$ cat src/rtl/fifo_pkg.sv
// Shared definitions for the FIFO read-drain block: default widths, output
// buffer depth and the drain state encoding.
package fifo_pkg;

  localparam int FIFO_WIDTH = 16;
  localparam int CNT_WIDTH  = 16;
  localparam int FIFO_DEPTH = 2;

  typedef enum logic [1:0] {
    IDLE = 2'd0,
    RUN  = 2'd1,
    STOP = 2'd2
  } drain_state_e;

endpackage

$ cat src/rtl/fifo_rd_drain_if.sv
// Bundle of the FIFO-side and stream-side signals of the drain block.
// The master side is the drain block; the slave side is its environment.
interface fifo_rd_drain_if #(
  parameter int FIFO_WIDTH = 16,
  parameter int CNT_WIDTH  = 16
);

  logic                  enable;
  logic                  fifo_empty;
  logic                  fifo_underflow;
  logic [FIFO_WIDTH-1:0] fifo_data_out;
  logic                  fifo_rd_en;
  logic                  m_valid;
  logic [FIFO_WIDTH-1:0] m_data;
  logic                  m_ready;
  logic [CNT_WIDTH-1:0]  xfer_count;
  logic                  underflow_err;
  logic                  busy;

  modport master (
    input  enable,
    input  fifo_empty,
    input  fifo_underflow,
    input  fifo_data_out,
    output fifo_rd_en,
    output m_valid,
    output m_data,
    input  m_ready,
    output xfer_count,
    output underflow_err,
    output busy
  );

  modport slave (
    output enable,
    output fifo_empty,
    output fifo_underflow,
    output fifo_data_out,
    input  fifo_rd_en,
    input  m_valid,
    input  m_data,
    output m_ready,
    input  xfer_count,
    input  underflow_err,
    input  busy
  );

endinterface

$ cat src/rtl/fifo_skid_buf.sv
// Two-entry in-order buffer; push and pop may happen in the same cycle.
// The caller guarantees no push when full and no pop when empty.
module fifo_skid_buf #(
  parameter int WIDTH = 16
) (
  input  logic             clk,
  input  logic             rst,
  input  logic             i_push,
  input  logic [WIDTH-1:0] i_pushData,
  input  logic             i_pop,
  output logic [WIDTH-1:0] o_popData,
  output logic [1:0]       o_count
);
  import fifo_pkg::*;

  logic [WIDTH-1:0] r_mem [FIFO_DEPTH];
  logic             r_wrPtr;
  logic             r_rdPtr;
  logic [1:0]       r_count;

  // Storage carries no reset; only pointers and occupancy define validity.
  always_ff @(posedge clk) begin
    if (rst) begin
      r_wrPtr <= 1'b0;
      r_rdPtr <= 1'b0;
      r_count <= 2'd0;
    end else begin
      if (i_push) begin
        r_mem[r_wrPtr] <= i_pushData;
        r_wrPtr        <= ~r_wrPtr;
      end
      if (i_pop) begin
        r_rdPtr <= ~r_rdPtr;
      end
      r_count <= r_count + {1'b0, i_push} - {1'b0, i_pop};
    end
  end

  assign o_popData = r_mem[r_rdPtr];
  assign o_count   = r_count;

endmodule

$ cat src/rtl/fifo_rd_drain.sv
// Drains a synchronous-read FIFO into a valid/ready stream through a
// two-entry buffer, counting transfers and latching FIFO underflow.
module fifo_rd_drain #(
  parameter int FIFO_WIDTH = fifo_pkg::FIFO_WIDTH,
  parameter int CNT_WIDTH  = fifo_pkg::CNT_WIDTH
) (
  input logic              clk,
  input logic              rst,
  fifo_rd_drain_if.master  bus
);
  import fifo_pkg::*;

  drain_state_e          r_state;
  drain_state_e          w_nextState;
  logic                  r_inFlight;
  logic                  r_underflowErr;
  logic [CNT_WIDTH-1:0]  r_xferCount;
  logic                  w_rdEn;
  logic                  w_pop;
  logic                  w_bufValid;
  logic [1:0]            w_count;
  logic [2:0]            w_occupancy;
  logic [FIFO_WIDTH-1:0] w_bufData;

  fifo_skid_buf #(
    .WIDTH (FIFO_WIDTH)
  ) u_skidBuf (
    .clk        (clk),
    .rst        (rst),
    .i_push     (r_inFlight),
    .i_pushData (bus.fifo_data_out),
    .i_pop      (w_pop),
    .o_popData  (w_bufData),
    .o_count    (w_count)
  );

  assign w_bufValid = (w_count != 2'd0);
  assign w_pop      = w_bufValid & bus.m_ready;

  // A new read is allowed only if the buffer can still absorb it after
  // the word already in flight lands, taking this cycle's pop into account.
  always_comb begin
    w_nextState = r_state;
    w_rdEn      = 1'b0;
    w_occupancy = {1'b0, w_count} + {2'b00, r_inFlight} - {2'b00, w_pop};
    case (r_state)
      IDLE: if (bus.enable) w_nextState = RUN;
      RUN:  if (!bus.enable) w_nextState = STOP;
      STOP: begin
        if (bus.enable) begin
          w_nextState = RUN;
        end else if (!r_inFlight && !w_bufValid) begin
          w_nextState = IDLE;
        end
      end
      default: w_nextState = IDLE;
    endcase
    if ((r_state == RUN) && !bus.fifo_empty && (w_occupancy < 3'd2)) begin
      w_rdEn = 1'b1;
    end
  end

  always_ff @(posedge clk) begin
    if (rst) begin
      r_state        <= IDLE;
      r_inFlight     <= 1'b0;
      r_xferCount    <= '0;
      r_underflowErr <= 1'b0;
    end else begin
      r_state    <= w_nextState;
      r_inFlight <= w_rdEn;
      if (w_pop) begin
        r_xferCount <= r_xferCount + CNT_WIDTH'(1);
      end
      if (bus.fifo_underflow) begin
        r_underflowErr <= 1'b1;
      end
    end
  end

  assign bus.fifo_rd_en    = w_rdEn;
  assign bus.m_valid       = w_bufValid;
  assign bus.m_data        = w_bufData;
  assign bus.xfer_count    = r_xferCount;
  assign bus.underflow_err = r_underflowErr;
  assign bus.busy          = (r_state != IDLE) || w_bufValid || r_inFlight;

endmodule
$ cat src/flat_wrapper.sv
// flat-port wrapper written by rule: the top's interface ports become plain ports
module fifo_rd_drain_flat import fifo_pkg::*;
#(
  parameter int FIFO_WIDTH = fifo_pkg::FIFO_WIDTH,
  parameter int CNT_WIDTH  = fifo_pkg::CNT_WIDTH
)
  (clk, rst, bus_enable, bus_fifo_empty, bus_fifo_underflow, bus_fifo_data_out, bus_fifo_rd_en, bus_m_valid, bus_m_data, bus_m_ready, bus_xfer_count, bus_underflow_err, bus_busy);
  fifo_rd_drain_if #(.FIFO_WIDTH(FIFO_WIDTH), .CNT_WIDTH(CNT_WIDTH)) bus_i ();
  input logic clk;
  input logic rst;
  input wire logic [$bits(bus_i.enable)-1:0] bus_enable;
  input wire logic [$bits(bus_i.fifo_empty)-1:0] bus_fifo_empty;
  input wire logic [$bits(bus_i.fifo_underflow)-1:0] bus_fifo_underflow;
  input wire logic [$bits(bus_i.fifo_data_out)-1:0] bus_fifo_data_out;
  output wire logic [$bits(bus_i.fifo_rd_en)-1:0] bus_fifo_rd_en;
  output wire logic [$bits(bus_i.m_valid)-1:0] bus_m_valid;
  output wire logic [$bits(bus_i.m_data)-1:0] bus_m_data;
  input wire logic [$bits(bus_i.m_ready)-1:0] bus_m_ready;
  output wire logic [$bits(bus_i.xfer_count)-1:0] bus_xfer_count;
  output wire logic [$bits(bus_i.underflow_err)-1:0] bus_underflow_err;
  output wire logic [$bits(bus_i.busy)-1:0] bus_busy;
  assign bus_i.enable = bus_enable;
  assign bus_i.fifo_empty = bus_fifo_empty;
  assign bus_i.fifo_underflow = bus_fifo_underflow;
  assign bus_i.fifo_data_out = bus_fifo_data_out;
  assign bus_fifo_rd_en = bus_i.fifo_rd_en;
  assign bus_m_valid = bus_i.m_valid;
  assign bus_m_data = bus_i.m_data;
  assign bus_i.m_ready = bus_m_ready;
  assign bus_xfer_count = bus_i.xfer_count;
  assign bus_underflow_err = bus_i.underflow_err;
  assign bus_busy = bus_i.busy;
  fifo_rd_drain #(.FIFO_WIDTH(FIFO_WIDTH), .CNT_WIDTH(CNT_WIDTH)) u_core (.clk(clk), .rst(rst), .bus(bus_i));
endmodule
$ cat config.mk
export PLATFORM = sky130hd
export DESIGN_NAME = fifo_rd_drain_flat
export DESIGN_NICKNAME = d
export VERILOG_FILES = /design/src/rtl/fifo_pkg.sv /design/src/rtl/fifo_rd_drain_if.sv /design/src/rtl/fifo_skid_buf.sv /design/src/rtl/fifo_rd_drain.sv /design/src/flat_wrapper.sv
export SDC_FILE = /design/constraint.sdc
export NUM_CORES = 1
export LEC_CHECK = 0
export BUFFER_PORTS_ARGS = -buffer_cell sky130_fd_sc_hd__clkbuf_2
export CORE_ASPECT_RATIO = 0.7
export CORE_UTILIZATION = 30
export CTS_BUF_LIST = sky130_fd_sc_hd__clkbuf_16
export DETAILED_ROUTE_END_ITERATION = 10
export GPL_ROUTABILITY_DRIVEN = 0
export GPL_TIMING_DRIVEN = 0
export PLACE_DENSITY = 0.6
export SYNTH_ARGS = -nofsm -noshare
export SYNTH_HDL_FRONTEND = slang
export SYNTH_SLANG_ARGS = --single-unit
$ cat constraint.sdc
create_clock -name clk -period 2.18 [get_ports clk]
set_clock_uncertainty 0.1 [all_clocks]
set_input_delay 0.218 -clock clk [delete_from_list [all_inputs] [get_ports clk]]
set_output_delay 0.218 -clock clk [all_outputs]
set_load 0.01 [all_outputs]
==> results of run 1 <==
## worst min-delay path, cell delays in order
cell	delay, ps
clkbuf_2	120
nor4_4	60
buf_4	130
nor2b_4	110
## per-stage QoR
step	cell area, um^2	std cells	setup slack [ps]
after floorplan	2330	171	-41.92
after global placement	2733	325	-686.4
after detailed placement	2765	327	-262.2
after CTS	3357	367	-428.7
after global routing	3371	367	-520.6
final	3371	367	-446.4
## power groups by stage
stage          registers, W  logic [W]  clock network (W)
2_1_floorplan       0.00123   0.000273                  0
3_3_place_gp        0.00124   0.000399                  0
3_5_place_dp        0.00124   0.000407                  0
4_1_cts             0.00121   0.000472            0.00167
5_1_grt             0.00123   0.000511            0.00172
6_report            0.00122   0.000466            0.00163
## routing by layer
metal	global-route usage (%)	vias to the layer above	routed length [um]
li1	-	815	-
met5	0	-	0
met1	16.38	757	2206
met2	19.83	50	2060
met3	4.935	8	294
met4	5.093	0	61
## Yosys cell counts (all sizes together) (2+ instances only)
cell type	n	share of area, %
nand4	3	1.5
nand2	7	1.3
or4	4	1.3
clkbuf	3	0.50
nor3	2	0.44
dfxtp	25	22
buf	2	0.83
nor2b	3	0.83
ha	3	1.7
mux2	16	7.9
nor4	2	0.55
edfxtp	32	42
and4	2	0.94
a21oi	6	1.3
nand3	7	1.5
or3	3	0.88
nor2	15	2.5
xor2	6	2.3
xnor2	7	2.7
o31ai	4	1.3
inv	7	1.2
a211oi	2	0.66
o21ai	2	0.44
## cell usage in the layout (no fill, tap or decap), types with 4 or more instances in the layout
cell	instances
clkbuf_2	55
inv_1	5
nand2_1	6
edfxtp_1	32
or4_1	4
dfxtp_1	23
xnor2_1	7
mux2_2	16
xor2_1	6
buf_4	6
o31ai_1	4
dlygate4sd3_1	20
nor2_1	15
clkbuf_16	9
a21oi_1	6
nand3_1	7
## sequential cells by signal, indices dropped and copies added (netlist names), named ones only
signal,flops
u_core.u_skidBuf.r_rdPtr,1
u_core.bus.xfer_count,16
u_core.u_skidBuf.r_mem,32
u_core.u_skidBuf.r_wrPtr,1
u_core.u_skidBuf.o_count,2
u_core.bus.underflow_err,1
u_core.r_state,2
u_core.r_inFlight,1
## worst paths after layout
kind	end	cells after the start	slack, ps	start
worst max-delay path	bus_fifo_rd_en	8	-450	u_core.u_skidBuf.o_count[1]
worst min-delay path	u_core.r_inFlight	4	250	bus_fifo_empty
worst max register to register	u_core.r_inFlight	9	-60	u_core.u_skidBuf.o_count[1]
worst min register to register	u_core.bus.underflow_err	2	370	u_core.bus.underflow_err
## repair_timing
| item | in CTS | in global routing |
|---|---|---|
| resized for setup | 4 | 4 |
| setup buffers | 4 | 1 |
| hold buffers | 20 | 0 |
| endpoints found under the setup margin | 12 | 3 |
| endpoints found under the hold margin | 36 | 0 |
| pin swaps | 4 | 1 |
## cell type report
class                   count  area (um^2)  share of cell area, %
well taps                  98        122.6                  3.638
clock inverters             7        127.6                  3.786
clock buffers               9        225.2                  6.682
inverters                   7        28.78                 0.8537
flip-flops and latches     57         1469                  43.58
multi-input cells         102        827.0                  24.54
repair buffers             83        540.5                  16.04
plain buffers               4        30.03                 0.8909
## cell families (layout without fill, tap and decap cells)
family / count (synthesis) / after routing / share of synthesized area (%)
and+or+nand+nor: 54 / 54 / 13.54
muxes: 16 / 16 / 7.925
DFF: 57 / 57 / 64.28
xor gates and xnor gates: 13 / 13 / 5.008
buffers and inverters: 12 / 110 / 2.476
adders and majority gates: 4 / 4 / 2.532
AOI/OAI and AO/OA: 15 / 15 / 4.237
==> run_results.csv, run 1 <==
group,metric,value,unit
status,outcome,"finished, violations left",
status,failed_checks,"negative setup slack",
place,hpwl,3114,um
detailed_routing,wl_per_cell,12.59,um
yosys,syn-cell-area,2273,um^2
power_and_ir_drop,p_clk_share,49.1,%
floorplan,die_area,7936,um^2
power_and_ir_drop,pwr-share-seq,36.9,%
floorplan,pin_count,58,
yosys,yosysSeqAreaShare,64.28,%
detailed_routing,routed-via-count,1630,
setup_path,critPathKind,"register to output port",
clock_tree,cts_buffer_depth,2,
power_and_ir_drop,p_leak,1.310,nW
setup_path,cp_slowest_cell,"fa_2",
global_route,antenna_found_initial,0,
yosys,synth_enable_flop_cells,32,
finish,fin_util,46.05,%
setup_path,critical_path.max_fanout,2,
global_route,track_usage,12.81,%
setup_path,crit_required,1860,ps
setup_path,critPathMaxStageDelay,450,ps
yosys,syn-instance-count,171,
finish,fillCellCount,690,
power_and_ir_drop,ir_worst_vdd,0.3872,mV
power_and_ir_drop,powerDensity,984.5,nW/um^2
floorplan,num_rows,26,
timing,setup_viol,2,
setup_path,critPathBufInv,3,
power_and_ir_drop,power.share.combinational,14.0,%
clock_tree,clk_pin_slew,50,ps
clock_tree,cts_tree,"done",
setup_path,critPathMostFrequentCell,"ha_4",
timing,clock.fmax,0.3807,GHz
power_and_ir_drop,p_total,0.003318,W
clock_tree,root_buffer,"clkbuf_16",
global_route,grt_overflow_total,0,
timing,worst_slack,-446.4,ps
clock_tree,ctsHtreeMaxLevel,3,
timing,final_max_slew_viol_count,0,
clock_tree,cts_sinks,57,
setup_path,cp_top_family,"adder cells",
yosys,synth_cell_type_count,38,
worst_hold_path,hp-class,"input pin to register",
floorplan,die_w,106.0,um
yosys,async_reset_ff_share,0,%
setup_path,start_kind,"register",
yosys,synth_nets,197,
finish,antennaDiodeCount,0,
yosys,synth-seq-cells,57,
clock_tree,cts_inserted_buffers,9,
yosys,synth_ff_type,"edfxtp_1",
setup_path,crit_chain,"o21ai_4, inv_4, ha_4, inv_2, ha_4, fa_2, nor4_4, buf_2",
yosys,postSynthAreaPerCell,13.29,um^2
timing,max_slew_margin,48.01,%
detailed_routing,viasPerCell,4.441,
timing,period_share,120.5,%
yosys,yosysWarnings,0,
setup_path,end_kind,"output port",
timing,hold_viol,0,
clock_tree,clk_latency,320,ps
floorplan,die_y,74.84,um
setup_path,cp.arrival,2310,ps
power_and_ir_drop,p_sw_share,22.96,%
detailed_routing,detail-route-antenna-nets,0,
detailed_routing,routed_wirelength,4622,um
finish,nNetsFinal,290,
detailed_routing,drtPass1Iterations,4,
run,drv_cap,0,
timing,worst_slew_pin_slew,776.4,ps
timing,fin_setup_tns,-504.9,ps
floorplan,start_util,31.06,%
timing,rsz0062_at_grt,"true",
global_route,grt_pass1_vias,1550,
global_route,grt_max_degree,13,
finish,syn2layout_area_growth,48.27,%
power_and_ir_drop,intPower,0.002556,W
timing,fin_crit,2626,ps
floorplan,fp.coreArea,7320,um^2
place,port-buffer-count,56,
timing,hold_ws,253.7,ps
detailed_routing,drt_iter0_drc,32,
detailed_routing,drc,0,
power_and_ir_drop,switchingPower,0.0007620,W
finish,drive_gt1_share,43.49,%
global_route,grt_pass1_wl,7493,um
(Power assumes the default switching activity.)
==> run 2: changes to the inputs <==
Settings changed: ABC_AREA set to 1.
==> run 2 against run 1 <==
  * The flow still finishes with violations (negative setup slack)
  * Hold slack got worse by 240 ps
  * Area after synthesis grew 5.9%
  * Highest routed layer unchanged
  * Non-clock buffer count is 3 lower
  * Clock power is 4% lower
  * Largest cell class unchanged
  * Global-route usage is 0.23 points higher
==> run_results.csv, run 2 <==
group,metric,value,unit
run,drv_cap,0,
global_route,grt_max_degree,17,
setup_path,timing.rr.end,"u_core.r_inFlight",
yosys,synth_most_common_cell,"nor2_1",
yosys,synth_fa_ha_area_share,2.390,%
detailed_routing,routed_wirelength,4933,um
yosys,async_reset_ff_share,0,%
yosys,synth.area.top_cells,"edfxtp_1 (40%), dfxtp_1 (21%), mux2_2 (7.5%)",
finish,final_cell_mix,"clkbuf_2 (55), nor2_1 (32), nand2_1 (32), edfxtp_1 (32), inv_1 (25)",
yosys,syn-cell-area,2409,um^2
clock_tree,clk_pin_slew,50,ps
detailed_routing,viasPerCell,4.335,
timing,period_share,116.1,%
detailed_routing,drtPass1Iterations,4,
setup_path,timing.rr.start,"u_core.u_skidBuf.o_count[1]",
yosys,synthMuxAreaShare,7.481,%
power_and_ir_drop,p_leak,1.384,nW
floorplan,die_y,76.97,um
yosys,yosysSeqAreaShare,60.68,%
worst_hold_path,worstHoldStart,"bus_enable",
yosys,synth_enable_flop_cells,32,
timing,rsz0062_at_grt,"true",
finish,fillCellCount,720,
setup_path,crit_required,1860,ps
finish,largest_reg_flops,32,
global_route,grt_pass1_wl,8204,um
yosys,synth_cell_type_count,23,
timing,worst_slack,-350.2,ps
clock_tree,clk_latency,320,ps
status,failed_checks,"negative setup slack",
timing,setup_viol,1,
finish,drive_gt1_share,36.88,%
finish,syn2layout_area_growth,41.82,%
finish,mostFrequentLayoutCell,"clkbuf_2",
power_and_ir_drop,ir_worst_vdd,0.3292,mV
yosys,yosysWarnings,0,
setup_path,cp.arrival,2210,ps
finish,nNetsFinal,342,
worst_hold_path,min_to,"u_core.r_state[0]",
detailed_routing,drt_iter0_drc,56,
place,hpwl,3472,um
finish,largest-register,"u_core.u_skidBuf.r_mem",
setup_path,rr_worst_depth,10,
setup_path,end_kind,"output port",
clock_tree,cts_tree,"done",
timing,worst_slew_pin_slew,802.8,ps
floorplan,die_w,109.1,um
place,place_ws,-140.7,ps
setup_path,critPathKind,"register to output port",
worst_hold_path,hold_depth,3,
yosys,synth_ff_type,"edfxtp_1",
floorplan,start_util,32.05,%
global_route,grt_overflow_total,0,
finish,antennaDiodeCount,0,
timing,fin_crit,2530,ps
yosys,post-synth-top-area-cell,"edfxtp_1",
detailed_routing,wl_per_cell,11.80,um
yosys,synth-seq-cells,57,
yosys,synth_top_area_share,39.90,%
yosys,postSynthAreaPerCell,10.70,um^2
floorplan,fp.coreArea,7515,um^2
yosys,synth_top_family_by_area,"simple AND/OR/NAND/NOR gates",
floorplan,pin_count,58,
setup_path,critical_path.max_fanout,3,
setup_path,rrSetupSlack,70,ps
status,outcome,"finished, violations left",
clock_tree,cts_inserted_buffers,9,
clock_tree,ctsHtreeMaxLevel,3,
yosys,synth-compound-area-share,5.766,%
setup_path,start_kind,"register",
clock_tree,cts_buffer_depth,2,
place,port-buffer-count,56,
yosys,syn-instance-count,225,
yosys,synth_nets,251,
finish,fin_util,45.45,%
timing,max_slew_margin,46.42,%
floorplan,num_rows,26,
timing,hold_viol,0,
floorplan,die_area,8397,um^2
clock_tree,root_buffer,"clkbuf_16",
global_route,antenna_found_initial,0,
global_route,grt_pass1_vias,1770,
timing,clock.fmax,0.3952,GHz
clock_tree,cts_sinks,57,
global_route,track_usage,13.04,%
power_and_ir_drop,powerDensity,968.8,nW/um^2
yosys,synth-simple-area-share,18.13,%
detailed_routing,drc,0,
yosys,synth_xor_area_share,0.3636,%
worst_hold_path,hp-class,"input pin to register",
detailed_routing,detail-route-antenna-nets,0,
timing,final_max_slew_viol_count,0,
detailed_routing,routed-via-count,1812,
yosys,yosys-top-cells-count,"nor2_1 (33), edfxtp_1 (32), nand2_1 (32)",
run 2: cell count changes after synthesis, moves of 6 or more:
cell     delta
inv_1      +20
nand2_1    +26
xor2_1      -6
xnor2_1     -6
a21oi_1     +7
o21ai_0    +12
nor2_1     +18
run 2: report_power, final:
part	total (W)	switching, W	internal (W)
sequential	0.00122	0.0000362	0.00119
clock	0.00157	0.000463	0.00110
combinational	0.000519	0.000265	0.000254
run 2: routing by layer:
layer	share of wire [%]	global-route usage (%)
met5	0	0
met4	0.85	4.865
met3	6.8	5.442
met2	42	19.18
met1	50	16.88
run 2: worst max-delay path, cell delays in order (launching register included):
cell and delay [ps]:
dfxtp_4 360, nor2_4 150, nor2_8 50, ha_4 250, inv_2 30, ha_4 140
fa_1 460, nor2_1 100, nand3_1 100, nor2_1 110, buf_2 130
run 2: timing repair:
item | 4_1_cts | 5_1_grt
hold buffers | 17 | 0
setup endpoints to repair | 1 | 2
gates resized for setup | 11 | 2
pin swaps | 7 | 7
buffers inserted | 7 | 3
hold endpoints to repair | 33 | 0
cloned | 0 | 0
run 2: worst max path at each step:
stage,start,slack (ps),cells after the start,to
after floorplan,u_core.u_skidBuf.o_count[1],30,9,bus_fifo_rd_en
after detailed placement,u_core.u_skidBuf.o_count[1],-140,10,bus_fifo_rd_en
after global routing,u_core.u_skidBuf.o_count[1],-470,10,bus_fifo_rd_en
final,u_core.u_skidBuf.o_count[1],-350,10,bus_fifo_rd_en
after global placement,u_core.r_inFlight,-570,2,u_core.u_skidBuf.r_mem[1][12]
after CTS,u_core.u_skidBuf.o_count[0],-410,10,bus_fifo_rd_en
run 2: cell type report:
cell class	count	area, um^2	area share, %
buffer	4	20.02	0.5861
clock buffer	9	225.2	6.593
clock inverter	6	107.6	3.150
inverter	28	105.1	3.077
multi-input combinational	136	859.6	25.16
sequential	57	1469	43.00
tap	98	122.6	3.590
timing repair buffer	80	506.7	14.84
run 2: cells by family after synthesis:
kind of cell	after synthesis
compound gates	27
mux	16
buf+inv	32
fa+ha+maj	4
flops	57
xor+xnor	1
simple gates	88
run 2: per-stage QoR:
step	TNS [ps]	power, W	instances	hold slack [ps]	area (um^2)
finish	-350.2	0.003309	418	17.38	3416
floorplan	0	0.001526	225	216.9	2409
CTS	-615.7	0.003343	419	11.01	3430
global route	-537.4	0.003454	418	43.66	3416
detailed placement	-140.7	0.001677	380	311.6	2828
global placement	-9330	0.001668	379	308.2	2811
==> run 3: changes to the inputs <==
Settings changed: CORE_UTILIZATION 30 to 47, PLACE_DENSITY 0.6 to 0.82.
==> run 3 against run 2 <==
  * The flow still finishes with violations (negative setup slack)
  * Sequential cell count did not move
  * Core utilization increased by 24 points
  * Register-to-register slack worse by 380 ps
  * Via count rose by 1.6%
==> run_results.csv, run 3 (same netlist as run 2, synthesis figures left out) <==
group,metric,value,unit
setup_path,start_kind,"register",
finish,syn2layout_area_growth,40.52,%
floorplan,die_w,87.56,um
clock_tree,root_buffer,"clkbuf_16",
timing,worst_slack,-390.4,ps
finish,largest-register,"u_core.u_skidBuf.r_mem",
timing,max_slew_margin,55.97,%
clock_tree,clk_latency,320,ps
timing,rsz0062_at_grt,"true",
finish,antennaDiodeCount,0,
setup_path,cp_slowest_cell,"fa_1",
timing,worst_slew_pin_slew,658.1,ps
timing,clock.fmax,0.3890,GHz
floorplan,die_area,5420,um^2
setup_path,worstSetupStartpoint,"u_core.u_skidBuf.o_count[1]",
clock_tree,ctsHtreeMaxLevel,3,
place,port-buffer-count,56,
detailed_routing,drtPass1Iterations,4,
global_route,grt_overflow_total,0,
power_and_ir_drop,ir_worst_vdd,0.6102,mV
setup_path,crit_required,1860,ps
detailed_routing,routed-via-count,1841,
detailed_routing,routed_wirelength,4722,um
setup_path,cp.arrival,2250,ps
status,outcome,"finished, violations left",
global_route,use_met1,21.84,%
timing,period_share,117.9,%
finish,multi_input_area,857.1,um^2
place,hpwl,3172,um
floorplan,die_y,61.90,um
setup_path,crit_chain,"nor2_4, nor2_8, ha_4, inv_2, ha_4, fa_1, nor2_1, nand3_1, nor2_1, buf_2",
floorplan,start_util,49.55,%
setup_path,critical_path.max_fanout,2,
finish,fin_util,69.63,%
status,failed_checks,"negative setup slack",
setup_path,critPathMaxStageDelay,470,ps
run,drv_cap,0,
global_route,busiest_layer,"met2",
finish,instances_no_fill,392,
setup_path,critPathKind,"register to output port",
clock_tree,cts_tree,"done",
detailed_routing,viasPerCell,4.696,
power_and_ir_drop,p_total,0.003209,W
global_route,use_met2,30.92,%
timing,fin_crit,2570,ps
place,dp_cells,351,
finish,largest_reg_flops,32,
worst_hold_path,hp-class,"input pin to register",
finish,drive_gt1_share,37.46,%
timing,hold_ws,31.05,ps
global_route,grt_pass1_vias,1623,
clock_tree,clk_pin_slew,50,ps
detailed_routing,drc,0,
finish,final_cell_mix,"clkbuf_2 (55), nor2_1 (33), nand2_1 (32), edfxtp_1 (32), inv_1 (25)",
floorplan,num_rows,21,
finish,fillCellCount,362,
finish,mostFrequentLayoutCell,"clkbuf_2",
global_route,grt_max_degree,17,
global_route,track_usage,18.39,%
floorplan,pin_count,58,
clock_tree,cts_buffer_depth,2,
clock_tree,cts_sinks,57,
global_route,grt_pass1_wl,7113,um
finish,seqCellArea,1466,um^2
clock_tree,cts_inserted_buffers,9,
detailed_routing,wl_per_cell,12.05,um
setup_path,end_kind,"output port",
power_and_ir_drop,p_leak,1.390,nW
worst_hold_path,worstHoldStart,"bus_enable",
setup_path,timing.rr.start,"u_core.u_skidBuf.o_count[1]",
timing,final_max_slew_viol_count,0,
power_and_ir_drop,powerDensity,948.1,nW/um^2
finish,nNetsFinal,344,
global_route,antenna_found_initial,0,
place,place_ws,-160.7,ps
floorplan,fp.coreArea,4861,um^2
detailed_routing,detail-route-antenna-nets,0,
timing,setup_viol,2,
global_route,grt_use_met3,7.133,%
timing,hold_viol,0,
detailed_routing,drt_iter0_drc,109,
## run 3: worst max-delay path, delay by kind of cell (launching register included)
kind	cells	cell delay, ps
adders and majority gates	3	870
buffers and inverters	2	180
DFF	1	350
and+or+nand+nor	5	530
## run 3: final timing paths
check / endpoint / slack, ps / cells past startpoint
hold / removal: u_core.r_state[0] / 30 / 3
hold reg to reg: register / 350 / 1
setup reg to reg: u_core.r_inFlight / -310 / 14
setup / recovery: bus_fifo_rd_en / -390 / 10
## run 3: layout make-up
cell class	instances	area share [%]
plain buffers	4	0.5915
clock buffers	9	6.654
clock inverters	7	2.773
inverters	28	3.105
multi-input cells	136	25.32
flip-flops and latches	57	43.33
well taps	69	2.551
repair buffers	82	15.67
## run 3: metal layers
metal	up-vias	share of wire (%)
met5	-	0
met4	0	1.1
met3	4	4.2
met2	50	48
met1	846	47
li1	941	-
## run 3: report_power, final
part,switching (W),internal (W)
Sequential,0.0000322,0.00119
Combinational,0.000268,0.000249
Clock,0.000476,0.000998
## run 3: per-stage QoR
stage | TNS, ps | area [um^2]
5_1_grt | -800.4 | 3385
4_1_cts | -599.2 | 3359
2_1_floorplan | 0 | 2409
6_report | -700.7 | 3385
3_5_place_dp | -160.7 | 2791
3_3_place_gp | -6823 | 2775
## run 3: what timing repair did
action / 4_1_cts / 5_1_grt
gates resized for setup: 10 / 2
pin swaps: 7 / 6
hold buffers: 16 / 0
setup endpoints to repair: 1 / 2
buffers inserted: 6 / 2
hold endpoints to repair: 32 / 0
gates cloned: 0 / 0
